$ cat src/rtl/reg_file_sb.sv
// Integer register file with NREAD combinational read ports, one write port, hardwired-zero x0,
// optional write-to-read bypass and a per-register busy scoreboard (set on issue, cleared on write-back).
module reg_file_sb #(
  parameter int XLEN   = 32,
  parameter int NREGS  = 32,
  parameter int NREAD  = 2,
  parameter int BYPASS = 1,
  localparam int AW    = $clog2(NREGS)
) (
  input  logic                    clk,
  input  logic                    rst,
  input  logic [NREAD*AW-1:0]     ra,
  output logic [NREAD*XLEN-1:0]   rd,
  output logic [NREAD-1:0]        rs_busy,
  input  logic                    we,
  input  logic [AW-1:0]           wa,
  input  logic [XLEN-1:0]         wd,
  input  logic                    iss_valid,
  input  logic [AW-1:0]           iss_rd,
  output logic [NREGS-1:0]        busy_vec
);

  logic [XLEN-1:0]  r_regs [NREGS];
  logic [NREGS-1:0] r_busy;
  logic [NREGS-1:0] w_set;
  logic [NREGS-1:0] w_clr;

  // One-hot issue/retire masks; bit 0 is masked so x0 can never become busy.
  always_comb begin
    w_set = '0;
    w_clr = '0;
    if (iss_valid) w_set[iss_rd] = 1'b1;
    if (we)        w_clr[wa]     = 1'b1;
    w_set[0] = 1'b0;
    w_clr[0] = 1'b0;
  end

  always_ff @(posedge clk or negedge rst) begin
    if (!rst) begin
      for (int i = 0; i < NREGS; i++) r_regs[i] <= '0;
      r_busy <= '0;
    end else begin
      if (we && (wa != '0)) r_regs[wa] <= wd;
      // A new producer issued in the same cycle as a retiring one keeps the register busy.
      r_busy <= (r_busy & ~w_clr) | w_set;
    end
  end

  assign busy_vec = r_busy;

  for (genvar p = 0; p < NREAD; p++) begin : g_rd
    logic [AW-1:0] w_ra;
    logic          w_hit;

    assign w_ra  = ra[p*AW +: AW];
    assign w_hit = (BYPASS != 0) && we && (wa == w_ra) && (wa != '0);

    assign rd[p*XLEN +: XLEN] = (!rst || (w_ra == '0)) ? '0 :
                                (w_hit ? wd : r_regs[w_ra]);
    // A write-back landing this cycle satisfies the dependency when it is forwarded.
    assign rs_busy[p] = rst && r_busy[w_ra] && !w_hit;
  end

endmodule
$ cat config.mk
export PLATFORM = sky130hd
export DESIGN_NAME = reg_file_sb
export DESIGN_NICKNAME = d
export VERILOG_FILES = /design/src/rtl/reg_file_sb.sv
export SDC_FILE = /design/constraint.sdc
export NUM_CORES = 2
export LEC_CHECK = 0
export ABC_AREA = 1
export CORE_UTILIZATION = 40
export CTS_BUF_LIST = sky130_fd_sc_hd__clkbuf_4 sky130_fd_sc_hd__clkbuf_8
export CTS_CLUSTER_SIZE = 24
export DETAILED_ROUTE_END_ITERATION = 8
export PLACE_DENSITY_LB_ADDON = 0.05
export SLEW_MARGIN = 10
export SYNTH_ARGS = -nofsm -noshare
export SYNTH_HDL_FRONTEND = slang
export SYNTH_SLANG_ARGS = --single-unit
export TNS_END_PERCENT = 50
$ cat constraint.sdc
create_clock -name clk -period 2.5 [get_ports clk]
set_input_delay 0.5 -clock clk [delete_from_list [all_inputs] [get_ports clk]]
set_output_delay 0.5 -clock clk [all_outputs]
set_load 0.005 [all_outputs]
Yosys cells after proc, flatten, opt, wreduce, memory -nomap -nowiden
Cells that the tools add are included.

cells by class
  equal/unequal tests = 2
  muxes and demuxes = 23
  reduce and logical (&&, ||, !) cells = 20
  bitwise gates (word level) = 6
  magnitude comparators = 10

operators by type and width
  operator                                                                             number
  1024-bit bitwise mux                                                                 1
  32-bit 2-to-1 mux                                                                    11
  32-bit binary-select mux with 5-bit select                                           2
  32-bit demux with 5-bit select                                                       1
  32-bit AND                                                                           1
  32-bit inverter                                                                      1
  32-bit bitwise OR                                                                    1
  5-bit by 6-bit < comparator with 1-bit output, second input constant                 4
  6-bit greater-or-equal comparator, second input constant                             3
  5-bit inverter with 6-bit output                                                     3
  1-bit logical AND                                                                    12
  1-bit binary-select mux with 5-bit select                                            2
  1-bit demux with 5-bit select                                                        2
  5-bit == test                                                                        2
  5-bit by 1-bit greater-or-equal comparator with 1-bit output, second input constant  2
  5-bit zero test                                                                      2
  6-bit by 1-bit < comparator with 1-bit output, second input constant                 1
  5-bit nonzero test                                                                   1
  1-bit 2-to-1 mux                                                                     4
  1-bit zero test                                                                      3
  1-bit logical OR                                                                     2

storage, ports and cells
  logic and storage cells = 94
  register bits = 1,056

Depth between registers and ports, before layout
  depth in word-level cells = 8
  depth in mapped cells = 12

Worst setup path after synthesis
Ideal clock, no wire load.

  path kind = input port to output port
  start point = in ra[5]
  end point = out rd[32]
  stages on the path = 8
  data required time = 2,000 ps
  setup slack = 342 ps
  data arrival time = 1,658 ps
  cells stage by stage = buf_2 buf_6 xnor2_1 nand2_1 nor3_4 nand2_2 buf_6 a21oi_2

on the way
  cells in the longest elaborated chain, start to end = 6
  elaborated cells on any way between the ends = 11
  those cells by class = eq/ne: 1; mux: 5; bitwise: 1; reduce/logical: 4

ends and longest elaborated chain
  element                                                 line  RTL
  start: declaration                                      12    input logic [NREAD*AW-1:0] ra,
  5-bit inverter with 6-bit output (implied by the code)  59    (w_hit ? wd : r_regs[w_ra]);
  32-bit binary-select mux with 5-bit select              59
  32-bit 2-to-1 mux (implied by the code) (2 in series)   59
  32-bit 2-to-1 mux                                       59
  32-bit 2-to-1 mux *                                     58    assign rd[p*XLEN +: XLEN] = (!rst || (w_ra == '0)) ? '0 :
  end: declaration                                        13    output logic [NREAD*XLEN-1:0] rd,

Mark *: on every way between the ends. The rest lies on a longest branch, timed or not. The select of a mux whose other input is x is not followed.

Worst setup path in the final report
  start point = reg r_busy[9], in the netlist busy_vec[9]
  end point = out rs_busy[0]

on the way
  cells in the longest elaborated chain, start to end = 4

ends and longest elaborated chain
  element                                    line  RTL
  start: declaration                         24    logic [NREGS-1:0] r_busy;
  start signal: assignment                   45    r_busy <= (r_busy & ~w_clr) | w_set;
  1-bit binary-select mux with 5-bit select  61    assign rs_busy[p] = rst && r_busy[w_ra] && !w_hit;
  1-bit 2-to-1 mux (implied by the code)     61
  1-bit logical AND (2 in series)            61
  end: declaration                           14    output logic [NREAD-1:0] rs_busy,

No other way between the ends. The select of a mux whose other input is x is not followed.

==> impl_metrics.prom <==
# TYPE chip_impl_metric gauge
chip_impl_info{name="worstHoldPathType",value="in2reg"} 1
chip_impl_metric{name="required",unit="ns"} 2.00
chip_impl_metric{name="power_per_cell_area",unit="nW/µm²"} 717
chip_impl_metric{name="via_per_inst",unit=""} 5.48
chip_impl_metric{name="grt_start_max_net_pins",unit=""} 151
chip_impl_metric{name="synthesis.instances",unit=""} 9254
chip_impl_info{name="synth_top_cell_by_area",value="sky130_fd_sc_hd__dfrtp_1"} 1
chip_impl_metric{name="layout.nets",unit=""} 9764
chip_impl_metric{name="netlist_area",unit="µm²"} 61000
chip_impl_metric{name="ys.warnings.count",unit=""} 0
chip_impl_metric{name="edff_count_synth",unit=""} 0
chip_impl_metric{name="wirelength",unit="µm"} 285000
chip_impl_info{name="outcome",value="finished, violations left"} 1
chip_impl_metric{name="drt_drc_violations_left",unit=""} 0
chip_impl_metric{name="max_cap_violations",unit=""} 0
chip_impl_info{name="grt_setup_unrepaired",value="yes"} 1
chip_impl_metric{name="leakage",unit="nW"} 37.6
chip_impl_metric{name="period_minus_slack",unit="ns"} 2.82
chip_impl_metric{name="globalplace.congestion",unit=""} 0.943
chip_impl_info{name="critPathMostFrequentCell",value="sky130_fd_sc_hd__nand3_2"} 1
chip_impl_info{name="crit_type",value="reg2out"} 1
chip_impl_metric{name="synth_cell_type_count",unit=""} 29
chip_impl_metric{name="die_w",unit="µm"} 392
chip_impl_metric{name="clock_sink_count",unit=""} 1055
chip_impl_metric{name="avgRoutedWirePerCell",unit="µm"} 24.0
chip_impl_metric{name="transition_time_at_the_pin_with_the_least_slew_margin",unit="ns"} 1.05
chip_impl_metric{name="htreeDepth",unit=""} 4
chip_impl_metric{name="clkTransAtPathRegs",unit="ns"} 0.06
chip_impl_metric{name="finalHoldViolCount",unit=""} 0
chip_impl_metric{name="post_route_cells_drive_above_1_share",unit="%"} 19.8
chip_impl_metric{name="routed-via-count",unit=""} 65100
chip_impl_info{name="root_buffer",value="sky130_fd_sc_hd__clkbuf_8"} 1
chip_impl_metric{name="grt_usage",unit="%"} 36.6
chip_impl_metric{name="place_ws",unit="ns"} -1.38
chip_impl_metric{name="grt_remaining_overflow",unit=""} 0
chip_impl_info{name="dominantRegCellSynth",value="sky130_fd_sc_hd__dfrtp_1"} 1
chip_impl_info{name="crit_path_top_delay_cell",value="sky130_fd_sc_hd__dfrtp_1"} 1
chip_impl_metric{name="post_detailed_placement_half_perimeter_wirelength",unit="µm"} 191000
chip_impl_metric{name="asyncSetResetFlopFracSynth",unit="%"} 100
chip_impl_metric{name="die_area",unit="µm²"} 154000
chip_impl_info{name="synth_most_common_cell",value="sky130_fd_sc_hd__nand2_1"} 1
chip_impl_metric{name="final.hold.worst_slack",unit="ns"} 0.354
chip_impl_metric{name="final-max-slew-violation-count",unit=""} 0
chip_impl_metric{name="finClkSkew",unit="ns"} 0
chip_impl_metric{name="arrival",unit="ns"} 2.32
chip_impl_metric{name="drtAntennaViolNets",unit=""} 0
chip_impl_metric{name="max_stage_delay",unit="ns"} 0.38
chip_impl_metric{name="die_h",unit="µm"} 392
chip_impl_metric{name="areaGrowthSynthToFinish",unit="%"} 27.2
chip_impl_metric{name="worstSkewPairLatency",unit="ns"} 0.92
chip_impl_metric{name="tritoncts.num_buffers",unit=""} 194
chip_impl_info{name="worst_setup_path_start_kind",value="flop"} 1
chip_impl_metric{name="grt_first_pass_wirelength",unit="µm"} 414000
chip_impl_metric{name="drt_iter0_drc",unit=""} 6907
chip_impl_metric{name="synth_top_area_share",unit="%"} 43.3
chip_impl_metric{name="max-vdd-ir-drop",unit="mV"} 0.490
chip_impl_info{name="path_cells",value="inv_2, a21oi_1, o21ai_1, nand3_1, nand3_2, nand3_2, nand2_2, nor2_4, buf_2"} 1
chip_impl_metric{name="floorplan.io_pins",unit=""} 154
chip_impl_metric{name="fin_setup_tns",unit="ns"} -13.48
chip_impl_metric{name="part_of_the_yosys_area_used_for_sequential_elements",unit="%"} 43.3
chip_impl_metric{name="buffer_ports.inserted",unit=""} 152
chip_impl_info{name="synth_commonest_cells",value="sky130_fd_sc_hd__nand2_1, sky130_fd_sc_hd__dfrtp_1, sky130_fd_sc_hd__o21ai_0, sky130_fd_sc_hd__nand3_1, sky130_fd_sc_hd__inv_1"} 1
chip_impl_metric{name="final-setup-viol-count",unit=""} 66
chip_impl_metric{name="synth-seq-cells",unit=""} 1055
chip_impl_metric{name="layout_worst_path_cycle_share",unit="%"} 113
chip_impl_metric{name="cts-root-to-sink-buffers",unit=""} 3
chip_impl_info{name="timing.critical_path.to_type",value="output port"} 1
chip_impl_metric{name="synth_fp_nets",unit=""} 9310
chip_impl_info{name="synth.area.top_cells",value="sky130_fd_sc_hd__dfrtp_1, sky130_fd_sc_hd__nand2_1, sky130_fd_sc_hd__o21ai_0"} 1
chip_impl_metric{name="max_frequency",unit="MHz"} 355
chip_impl_metric{name="postLayoutSetupSlackWorst",unit="ns"} -0.319
chip_impl_metric{name="postSynthAreaPerCell",unit="µm²"} 6.59
chip_impl_metric{name="design.core.area",unit="µm²"} 151000
chip_impl_metric{name="initial_core_util",unit="%"} 40.5
chip_impl_metric{name="grt_pass1_vias",unit=""} 60400
chip_impl_info{name="cts_tree",value="yes"} 1
chip_impl_metric{name="path_max_fanout",unit=""} 2
chip_impl_metric{name="row_count",unit=""} 142
chip_impl_metric{name="power.total",unit="mW"} 55.6
chip_impl_metric{name="n_fill_cell",unit=""} 15300
chip_impl_metric{name="drt-pass1-iter-count",unit=""} 8
chip_impl_metric{name="antenna_found_initial",unit=""} 18
chip_impl_info{name="violations",value="negative setup slack"} 1
chip_impl_metric{name="slew_headroom",unit="%"} 29.8
-- power breakdown --
group / total, mW / switching [mW] / leakage, nW / internal (mW)
registers: 22.8 / 2.11 / 12.8 / 20.6
logic: 14.9 / 9.08 / 22.5 / 5.80
clock network: 18.0 / 7.90 / 2.20 / 10.1
total: 55.6 / 19.1 / 37.6 / 36.5
-- cell type report --
class / count / area, µm² / share of cell area, %
Antenna cell: 7 / 17.5 / 0.0226
Clock buffer: 316 / 3940 / 5.08
Clock inverter: 20 / 161 / 0.208
Inverter: 544 / 2100 / 2.70
Multi-Input combinational cell: 6902 / 31400 / 40.5
Sequential cell: 1055 / 26400 / 34.0
Tap cell: 2016 / 2520 / 3.25
Timing Repair Buffer: 1011 / 11000 / 14.2
-- layout by cell type (no fill, tap or decap), types with 5 or more instances in the layout --
cell / instances
sky130_fd_sc_hd__a21oi_1: 351
sky130_fd_sc_hd__o22ai_1: 15
sky130_fd_sc_hd__inv_1: 406
sky130_fd_sc_hd__diode_2: 7
sky130_fd_sc_hd__a21oi_4: 8
sky130_fd_sc_hd__clkdlybuf4s50_1: 57
sky130_fd_sc_hd__nand2_1: 3873
sky130_fd_sc_hd__buf_4: 588
sky130_fd_sc_hd__dfrtp_1: 1055
sky130_fd_sc_hd__clkinv_1: 13
sky130_fd_sc_hd__o21ai_1: 75
sky130_fd_sc_hd__o211ai_1: 15
sky130_fd_sc_hd__nand3_2: 137
sky130_fd_sc_hd__nor2_1: 335
sky130_fd_sc_hd__o21ai_0: 967
sky130_fd_sc_hd__buf_16: 10
sky130_fd_sc_hd__nor2_4: 30
sky130_fd_sc_hd__clkbuf_8: 251
sky130_fd_sc_hd__clkbuf_4: 65
sky130_fd_sc_hd__nor3_1: 8
sky130_fd_sc_hd__buf_6: 39
sky130_fd_sc_hd__buf_2: 64
sky130_fd_sc_hd__nand3_1: 715
sky130_fd_sc_hd__buf_8: 6
sky130_fd_sc_hd__nand2_4: 43
sky130_fd_sc_hd__o21ai_2: 5
sky130_fd_sc_hd__a21oi_2: 130
sky130_fd_sc_hd__inv_2: 105
sky130_fd_sc_hd__buf_12: 229
sky130_fd_sc_hd__clkinv_2: 27
sky130_fd_sc_hd__nor2_2: 64
sky130_fd_sc_hd__nand2_2: 111
-- through the flow --
step	instances	utilization (%)	instance area, µm²
detailed placement	11400	46.9	70600
global placement	11400	46.9	70600
floorplan	9254	-	61000
CTS	11800	50.8	76500
finish	11900	51.5	77600
global route	11900	51.5	77600
-- registers in the layout, indices dropped and copies added, names as in the netlist --
signal / cells
r_regs: 1024
busy_vec: 31
-- critical path: cells and delay by family, from the launching register on --
family / cells / cell delay (ns)
compound gates: 2 / 0.18
buf+inv: 2 / 0.22
flops: 1 / 0.38
simple gates: 5 / 0.63
-- repair_timing --
action,CTS,global route
gates cloned,8,3
hold buffers,2,0
endpoints found under the setup margin,74,68
buffers inserted,59,38
pin swaps,304,242
gates resized for setup,704,304
hold endpoints to repair,60,0
-- metal layers --
metal	up-vias	global-route usage, %	routed length (µm)
met3	675	6.84	25700
met5	-	0	57
met4	8	17.3	14600
li1	30200	-	-
met2	3106	56.4	126000
met1	31100	49.5	119000
-- cells by family after synthesis --
group           Yosys count  share of synthesized area, %
other cells               1                       0.00615
buf+inv                1298                          8.76
simple gates           5327                          34.7
flops                  1055                          43.3
compound gates         1567                          13.1
xor+xnor                  6                        0.0862
-- path summary, 6_finish.rpt --
| kind | to | startpoint | slack, ns | depth (start not counted) |
|---|---|---|---|---|
| setup / recovery | rs_busy[0] | busy_vec[9]$_DFF_PN0_ | -0.32 | 9 |
| hold / removal | busy_vec[1]$_DFF_PN0_ | wa[4] | 0.35 | 7 |
| setup reg to reg | busy_vec[18]$_DFF_PN0_ | busy_vec[18]$_DFF_PN0_ | 1.46 | 4 |
| hold reg to reg | r_regs[1000]$_DFFE_PN0P_ | r_regs[1000]$_DFFE_PN0P_ | 0.37 | 0 |
| max in group asynchronous | busy_vec[31]$_DFF_PN0_ | rst | 0.22 | 5 |
| min in group asynchronous | r_regs[909]$_DFFE_PN0P_ | rst | 0.56 | 4 |
Power figures use the tool's default switching activity.
